==> config.mk <==
export PLATFORM = sky130hd
export DESIGN_NAME = bp_nonsynth_mem_if_monitor
export DESIGN_NICKNAME = d
export VERILOG_FILES = /design/src/rtl/bp_nonsynth_mem_if_monitor.sv
export SDC_FILE = /design/constraint.sdc
export NUM_CORES = 1
export LEC_CHECK = 0
export CORE_ASPECT_RATIO = 1.25
export CORE_MARGIN = 1
export CORE_UTILIZATION = 45
export DETAILED_ROUTE_END_ITERATION = 12
export SETUP_SLACK_MARGIN = 0.1
export SLEW_MARGIN = 10
export SYNTH_ARGS = -nofsm -noshare
export SYNTH_HDL_FRONTEND = slang
export SYNTH_SLANG_ARGS = --single-unit
==> constraint.sdc <==
create_clock -name clk_i -period 10.4 [get_ports clk_i]
set_input_delay 3.12 -clock clk_i [delete_from_list [all_inputs] [get_ports clk_i]]
set_output_delay 3.12 -clock clk_i [all_outputs]
set_load 0.02 [all_outputs]
==> src/rtl/bp_nonsynth_mem_if_monitor.sv <==
// rtl/bp_nonsynth_mem_if_monitor.sv - runtime protocol monitor for the CCE-to-memory command/response link
//
// Passively observes the mem command and mem response ready-valid channels.
// Accepted commands are queued in order; each accepted response is checked
// against the oldest outstanding command. Errors are sticky and only the
// first one after reset is recorded.
//
// Ports:
//   clk_i, reset_n_i                  clock, synchronous active-low reset
//   mem_cmd_addr_i/opcode_i           command header fields
//   mem_cmd_v_i/ready_and_i           command handshake
//   mem_resp_addr_i/opcode_i          response header fields
//   mem_resp_v_i/ready_and_i          response handshake
//   outstanding_o                     commands currently tracked
//   cmd_count_o, resp_count_o         accepted command/response counts (wrap)
//   error_o, error_code_o             sticky error flag and first error code
module bp_nonsynth_mem_if_monitor #(
    parameter int paddr_width_p     = 40,
    parameter int max_outstanding_p = 8,
    parameter int timeout_p         = 1024,
    parameter int fatal_on_error_p  = 0
) (
    input  logic                                   clk_i,
    input  logic                                   reset_n_i,
    input  logic [paddr_width_p-1:0]               mem_cmd_addr_i,
    input  logic [3:0]                             mem_cmd_opcode_i,
    input  logic                                   mem_cmd_v_i,
    input  logic                                   mem_cmd_ready_and_i,
    input  logic [paddr_width_p-1:0]               mem_resp_addr_i,
    input  logic [3:0]                             mem_resp_opcode_i,
    input  logic                                   mem_resp_v_i,
    input  logic                                   mem_resp_ready_and_i,
    output logic [$clog2(max_outstanding_p+1)-1:0] outstanding_o,
    output logic [31:0]                            cmd_count_o,
    output logic [31:0]                            resp_count_o,
    output logic                                   error_o,
    output logic [2:0]                             error_code_o
);
    localparam int ptr_w_lp = $clog2(max_outstanding_p);
    localparam int cnt_w_lp = $clog2(max_outstanding_p+1);
    localparam int age_w_lp = $clog2(timeout_p+1);
    localparam logic [cnt_w_lp-1:0] max_cnt_lp = cnt_w_lp'(max_outstanding_p);
    localparam logic [age_w_lp-1:0] timeout_lp = age_w_lp'(timeout_p);

    logic [paddr_width_p-1:0] r_addr_mem [max_outstanding_p];
    logic [3:0]               r_op_mem   [max_outstanding_p];
    logic [ptr_w_lp-1:0]      r_head;
    logic [ptr_w_lp-1:0]      r_tail;
    logic [cnt_w_lp-1:0]      r_count;
    logic [age_w_lp-1:0]      r_age;
    logic                     r_timeout_seen;
    logic [31:0]              r_cmd_count;
    logic [31:0]              r_resp_count;
    logic [31:0]              r_cycle;
    logic                     r_error;
    logic [2:0]               r_error_code;

    logic                     w_cmd_fire;
    logic                     w_resp_fire;
    logic                     w_empty;
    logic                     w_full;
    logic                     w_push;
    logic                     w_pop;
    logic                     w_age_clear;
    logic                     w_timeout;
    logic [2:0]               w_err_code;
    logic [paddr_width_p-1:0] w_err_addr;

    assign w_cmd_fire  = mem_cmd_v_i & mem_cmd_ready_and_i;
    assign w_resp_fire = mem_resp_v_i & mem_resp_ready_and_i;
    assign w_empty     = (r_count == '0);
    assign w_full      = (r_count == max_cnt_lp);
    // A response on a non-empty tracker always pops, which frees the slot for
    // a same-cycle command even when full; an empty-tracker response pops nothing.
    assign w_pop       = w_resp_fire & ~w_empty;
    assign w_push      = w_cmd_fire & (~w_full | w_resp_fire);
    assign w_age_clear = w_pop | (w_push & w_empty);
    // Age saturates at timeout_p, so the seen flag is what stops repeats.
    assign w_timeout   = (r_age == timeout_lp) & ~r_timeout_seen;

    always_comb begin
        w_err_code = 3'd0;
        w_err_addr = '0;
        if (w_resp_fire && w_empty) begin
            w_err_code = 3'd1;
            w_err_addr = mem_resp_addr_i;
        end else if (w_resp_fire && (mem_resp_addr_i != r_addr_mem[r_head])) begin
            w_err_code = 3'd2;
            w_err_addr = mem_resp_addr_i;
        end else if (w_resp_fire && (mem_resp_opcode_i != r_op_mem[r_head])) begin
            w_err_code = 3'd3;
            w_err_addr = mem_resp_addr_i;
        end else if (w_cmd_fire && w_full && !w_resp_fire) begin
            w_err_code = 3'd4;
            w_err_addr = mem_cmd_addr_i;
        end else if (w_timeout) begin
            w_err_code = 3'd5;
            w_err_addr = r_addr_mem[r_head];
        end
    end

    // Entry storage carries no reset; validity is defined by the pointers/count.
    always_ff @(posedge clk_i) begin
        if (reset_n_i && w_push) begin
            r_addr_mem[r_tail] <= mem_cmd_addr_i;
            r_op_mem[r_tail]   <= mem_cmd_opcode_i;
        end
    end

    always_ff @(posedge clk_i) begin
        if (!reset_n_i) begin
            r_head         <= '0;
            r_tail         <= '0;
            r_count        <= '0;
            r_age          <= '0;
            r_timeout_seen <= 1'b0;
            r_cmd_count    <= '0;
            r_resp_count   <= '0;
            r_cycle        <= '0;
            r_error        <= 1'b0;
            r_error_code   <= 3'd0;
        end else begin
            r_cycle <= r_cycle + 32'd1;
            if (w_cmd_fire)  r_cmd_count  <= r_cmd_count + 32'd1;
            if (w_resp_fire) r_resp_count <= r_resp_count + 32'd1;
            if (w_pop)  r_head <= r_head + ptr_w_lp'(1);
            if (w_push) r_tail <= r_tail + ptr_w_lp'(1);
            r_count <= r_count + cnt_w_lp'(w_push) - cnt_w_lp'(w_pop);

            if (w_timeout) r_timeout_seen <= 1'b1;
            if (w_age_clear) begin
                r_age          <= '0;
                r_timeout_seen <= 1'b0;
            end else if (!w_empty && (r_age != timeout_lp)) begin
                r_age <= r_age + age_w_lp'(1);
            end

            if (!r_error && (w_err_code != 3'd0)) begin
                r_error      <= 1'b1;
                r_error_code <= w_err_code;
                if (fatal_on_error_p != 0) begin
                    $fatal(1, "mem_if_monitor error code %0d addr 0x%0h cycle %0d",
                           w_err_code, w_err_addr, r_cycle);
                end
            end
        end
    end

    assign outstanding_o = r_count;
    assign cmd_count_o   = r_cmd_count;
    assign resp_count_o  = r_resp_count;
    assign error_o       = r_error;
    assign error_code_o  = r_error_code;
endmodule

-- Word-level counts from Yosys, hierarchy flattened
Memory sizes are Yosys's and may differ from the RTL's. A register that Yosys moved wholly into a read port is not among the register bits.
Index checks and enable logic that the tools add are counted.
- add/subtract/negate cells: 7
- eq/ne operators: 5
- muxes and demuxes: 11
- bitwise logic cells: 12
- reduce and logical (&&, ||, !) cells: 14
- operator list (operator ; number):
    adder 32 x 1 -> 32 bit (second input constant) ; 2
    != test 40 bit ; 1
    2-to-1 mux 3 bit ; 9
    adder 11 x 1 -> 11 bit (second input constant) ; 1
    equality test 11 bit (second input constant) ; 1
    != test 11 bit (second input constant) ; 1
    logical AND 1 bit ; 8
    adder 3 x 1 -> 3 bit (second input constant) ; 2
    bitwise AND 1 bit ; 6
    adder 4 x 1 -> 4 bit ; 1
    equality test 4 bit (second input constant) ; 1
    zero test 4 bit ; 1
    != test 4 bit ; 1
    inverter 1 bit ; 4
    subtractor 4 x 1 -> 4 bit ; 1
    zero test 1 bit ; 3
    nonzero test 3 bit ; 1
    2-to-1 mux 1 bit ; 2
    OR 1 bit ; 2
    OR reduction 2 bit ; 1
- bits in registers: 90
- RAM bits: 352
- input bits: 94
- output and inout bits: 72
- logic and storage cells: 60
- memories: 2
- memory list (memory ; depth ; bits a word ; read ports ; clocked after memory_dff ; wr ports ; line ; RTL):
    r_addr_mem ; 8 ; 40 ; 1 ; 1 ; 1 ; 45 ; logic [paddr_width_p-1:0] r_addr_mem [max_outstanding_p];
    r_op_mem ; 8 ; 4 ; 1 ; 1 ; 1 ; 46 ; logic [3:0] r_op_mem [max_outstanding_p];

-- Logic depth before layout (Yosys ltp)
- depth after elaboration: 9
- gate-level depth with buffers: 12
- gate-level depth less buffers: 11

-- Worst setup path before layout
Ideal clock, no wire load.
- kind: input-to-reg
- from: in mem_resp_v_i
- to: mem r_addr_mem[0][0] (enable)
- setup time: 554 ps
- arrival time: 8083 ps
- setup slack: 1763 ps
- stages on the path: 4
- buffers on the path: 0
- cell sequence: nand2_1 a31oi_1 inv_1 nor4_1
- longest elaborated chain between the ends: 6
- RTL lines (element ; line ; RTL):
    start, declared ; 31 ; input logic mem_resp_v_i,
    bitwise AND 1 bit ; 70 ; assign w_resp_fire = mem_resp_v_i & mem_resp_ready_and_i;
    OR 1 bit ; 76 ; assign w_push = w_cmd_fire & (~w_full | w_resp_fire);
    bitwise AND 1 bit ; 76 ;
    logical AND 1 bit ; 104 ; if (reset_n_i && w_push) begin
    2-to-1 mux 1 bit ; 104 ;
    2-to-1 mux 1 bit (not written as such) ; 105 ; r_addr_mem[r_tail] <= mem_cmd_addr_i;
    end, declared ; 45 ;
No other way between the ends.

-- Worst setup path in the final report
- from: in mem_resp_v_i
- to: mem r_op_mem[6][2] (enable)
- longest elaborated chain between the ends: 6
- RTL lines (element ; line ; RTL):
    bitwise AND 1 bit ; 70 ;
    OR 1 bit ; 76 ;
    bitwise AND 1 bit ; 76 ;
    logical AND 1 bit ; 104 ;
    2-to-1 mux 1 bit ; 104 ;
    2-to-1 mux 1 bit (not written as such) ; 106 ; r_op_mem[r_tail] <= mem_cmd_opcode_i;
    end, declared ; 46 ;
No other way between the ends.

==> flow_summary.yaml <==
setup_path:
  cp_top_family: "buffers and inverters"
  path_max_fanout: 44
  worstPathCellList: "clkdlybuf4s50_1 > nand2_1 > a31oi_1 > nand3_1 > nor3b_2 > buf_4"
  critPathCaptureType: "register"
  crit_buf_inv: 2
  critPathArrivalTime_ns: 5.63
  crit_type: "in -> reg"
  start_kind: "input port"
  cp_slowest_cell: "buf_4"
  cpPeakStageDelay_ns: 0.65
  required_ns: 10.56
layout:
  final_nets: 1409
  fin_util: 0.551
  layout.area.seq_um2: 12400
  multi_input_area_um2: 5380
  drive_gt1_frac: 0.121
  fin_cells: 1836
  fin_area_um2: 21700
  syn2layout_area_growth_pct: 19.9
  diodes: 0
  fillers: 3160
sta:
  setup_slack_ns: 4.94
  whs_ns: 0.484
  hold_viol_final: 0
  skew_ns: 0.0166
  rsz0062_at_grt: "false"
  fin_crit_sh: 0.525
  finalSetupTns_ns: 0
  slew_headroom: 0.403
  worst_slew_pin_slew_ns: 0.888
  fin_crit_ns: 5.46
  setup_viol: 0
  clock.fmax_mhz: 183
  slew_viol_final: 0
grt:
  grt_pass1_vias: 10073
  grt_antenna_before_repair: 3
  track_usage: 0.184
  grt_pass1_wl_um: 57200
  gr-total-overflow: 0
  grt_max_degree: 85
floorplan:
  core_um2: 39300
  boundaryPins: 166
  die_x_um: 181
  die-area_um2: 41000
  initial_core_util: 0.460
  num_rows: 81
  die_y_um: 226
detailed_routing:
  drt_wl_total_um: 36600
  first_iter_violations: 539
  drc: 0
  vias: 9815
  ant_nets: 0
  drt-pass1-iter-count: 4
  wl_per_cell_um: 20.0
  vias_per_cell: 5.35
place:
  dp.cells: 1752
  pre_cts_slack_ns: 4.37
  gp_congestion: 0.793
  io_buffers: 165
  postPlaceCellArea_um2: 20300
  dp_hpwl_um: 22000
synth:
  synthArstFlopShare: 0
  netlist_top_cells_area: "edfxtp_1 (58%), dfxtp_1 (10%), mux4_2 (8.2%), mux2i_1 (3.9%), xnor2_1 (3.0%)"
  ys_seq_area_frac: 0.688
  yosysWarnings: 0
  synthTopCellsByCount: "edfxtp_1 (352), dfxtp_1 (93), mux2i_1 (71), nand2_1 (71)"
  syn_area_um2: 18100
  syn-num-nets: 1222
  ys_types: 50
  yosysTopAreaCell: "edfxtp_1"
  synthFlopType: "edfxtp_1"
  synthCells: 1115
  ys_ff_latch: 445
  synth_top_area_frac: 0.585
  post-synth-top-count-cell: "edfxtp_1"
  synth-edff-count: 352
  syn_avg_cell_area_um2: 16.2
clock_tree:
  cts_tree: "yes"
  cts_setup_buffers: 0
  ctsLongestPathBuffers: 3
  root_buffer: "clkbuf_16"
  ctsResizeCount: 0
  path_clk_slew_ns: 0.05
  ctsHoldBuffers: 0
  worst_skew_pair.late_latency_ns: 0.55
  cts_inserted_buffers: 46
  cts.sinks: 445
  htreeDepth: 2
power_and_ir_drop:
  vdd.ir_drop.worst_mv: 0.131
  p_per_area_nw_per_um2: 182
  seq_power_share: 0.505
  p_sw_frac: 0.226
  internal_power_mw: 3.05
  p_clk_frac: 0.394
  combPwrFrac: 0.101
  p_switching_mw: 0.891
  p_leak_nw: 6.92
  power_mw: 3.94
flow_run:
  max_cap_violations: 0
run_status:
  status: "completed"
min_path:
  hold_path.class: "reg -> reg"
[power by group through the flow]
stage               Combinational, mW  Clock, mW  Sequential, mW
floorplan                       0.292          0            2.01
global placement                0.402          0            2.03
detailed placement              0.405          0            2.03
CTS                             0.406       1.60            1.99
global route                    0.437       1.66            2.00
finish                          0.398       1.55            1.99
[registers in the layout, summed over array words and instances (netlist names), named ones only]
| name | cells |
|---|---|
| error_o | 1 |
| outstanding_o | 4 |
| r_addr_mem | 320 |
| cmd_count_o | 32 |
| r_age | 11 |
| r_timeout_seen | 1 |
| resp_count_o | 32 |
| error_code_o | 3 |
| r_op_mem | 32 |
| r_head | 3 |
| r_tail | 3 |
[cell usage in the layout, fill, tap and decap left out, types with 11 or more instances in the layout]
master	netlist	final
a22oi_1	12	12
clkinv_1	0	11
ha_1	12	12
dfxtp_1	93	90
buf_4	5	16
and3_1	12	12
o21ai_0	14	14
clkdlybuf4s50_1	0	164
xor2_1	47	47
and4_1	11	11
mux4_2	66	66
edfxtp_1	352	352
xnor2_1	61	61
clkbuf_16	0	47
nand4_1	20	20
inv_1	12	12
mux2i_1	71	71
a21boi_0	11	11
nand3_1	26	26
and2_1	66	66
nor2_1	31	30
nand2_1	71	71
nor2b_1	14	14
[cell type report]
| type | count | share of cell area |
|---|---|---|
| sequential | 445 | 0.574 |
| multi-input combinational | 616 | 0.248 |
| timing repair buffer | 181 | 0.0815 |
| clock buffer | 56 | 0.0558 |
| tap | 498 | 0.0287 |
| clock inverter | 28 | 0.00987 |
| inverter | 12 | 0.00208 |
[logic make-up (layout without fill, tap and decap cells)]
group | after synthesis | in the layout | synth area share
multiplexers | 137 | 137 | 0.122
adder cells (fa/ha/maj) | 13 | 13 | 0.00941
flip-flops | 445 | 445 | 0.688
buffers and inverters | 54 | 277 | 0.0172
AO/OA/AOI/OAI | 69 | 69 | 0.0258
AND/OR/NAND/NOR | 289 | 289 | 0.0860
XOR/XNOR | 108 | 108 | 0.0523
[worst paths after layout]
kind	start	end	slack, ns	depth (start not counted)
min	r_timeout_seen$_SDFFE_PP0P_	r_timeout_seen$_SDFFE_PP0P_	0.48	2
min reg2reg	r_timeout_seen$_SDFFE_PP0P_	r_timeout_seen$_SDFFE_PP0P_	0.48	2
max	mem_resp_v_i	r_op_mem[6][2]$_DFFE_PP_	4.94	6
max reg2reg	register	error_o$_SDFFE_PN0P_	5.89	10
[layer usage]
layer	share of wire	vias up	global-route usage
met5	0.0011	-	0
li1	-	4630	-
met3	0.042	62	0.0306
met2	0.51	233	0.323
met4	0.022	6	0.0590
met1	0.43	4884	0.233
[tightest hold or removal path, delay by kind of cell (launching register included)]
| family | cells | cell delay (ns) |
|---|---|---|
| compound gates | 1 | 0.05 |
| flops | 1 | 0.33 |
| buf+inv | 1 | 0.06 |
(Power assumes the default switching activity.)
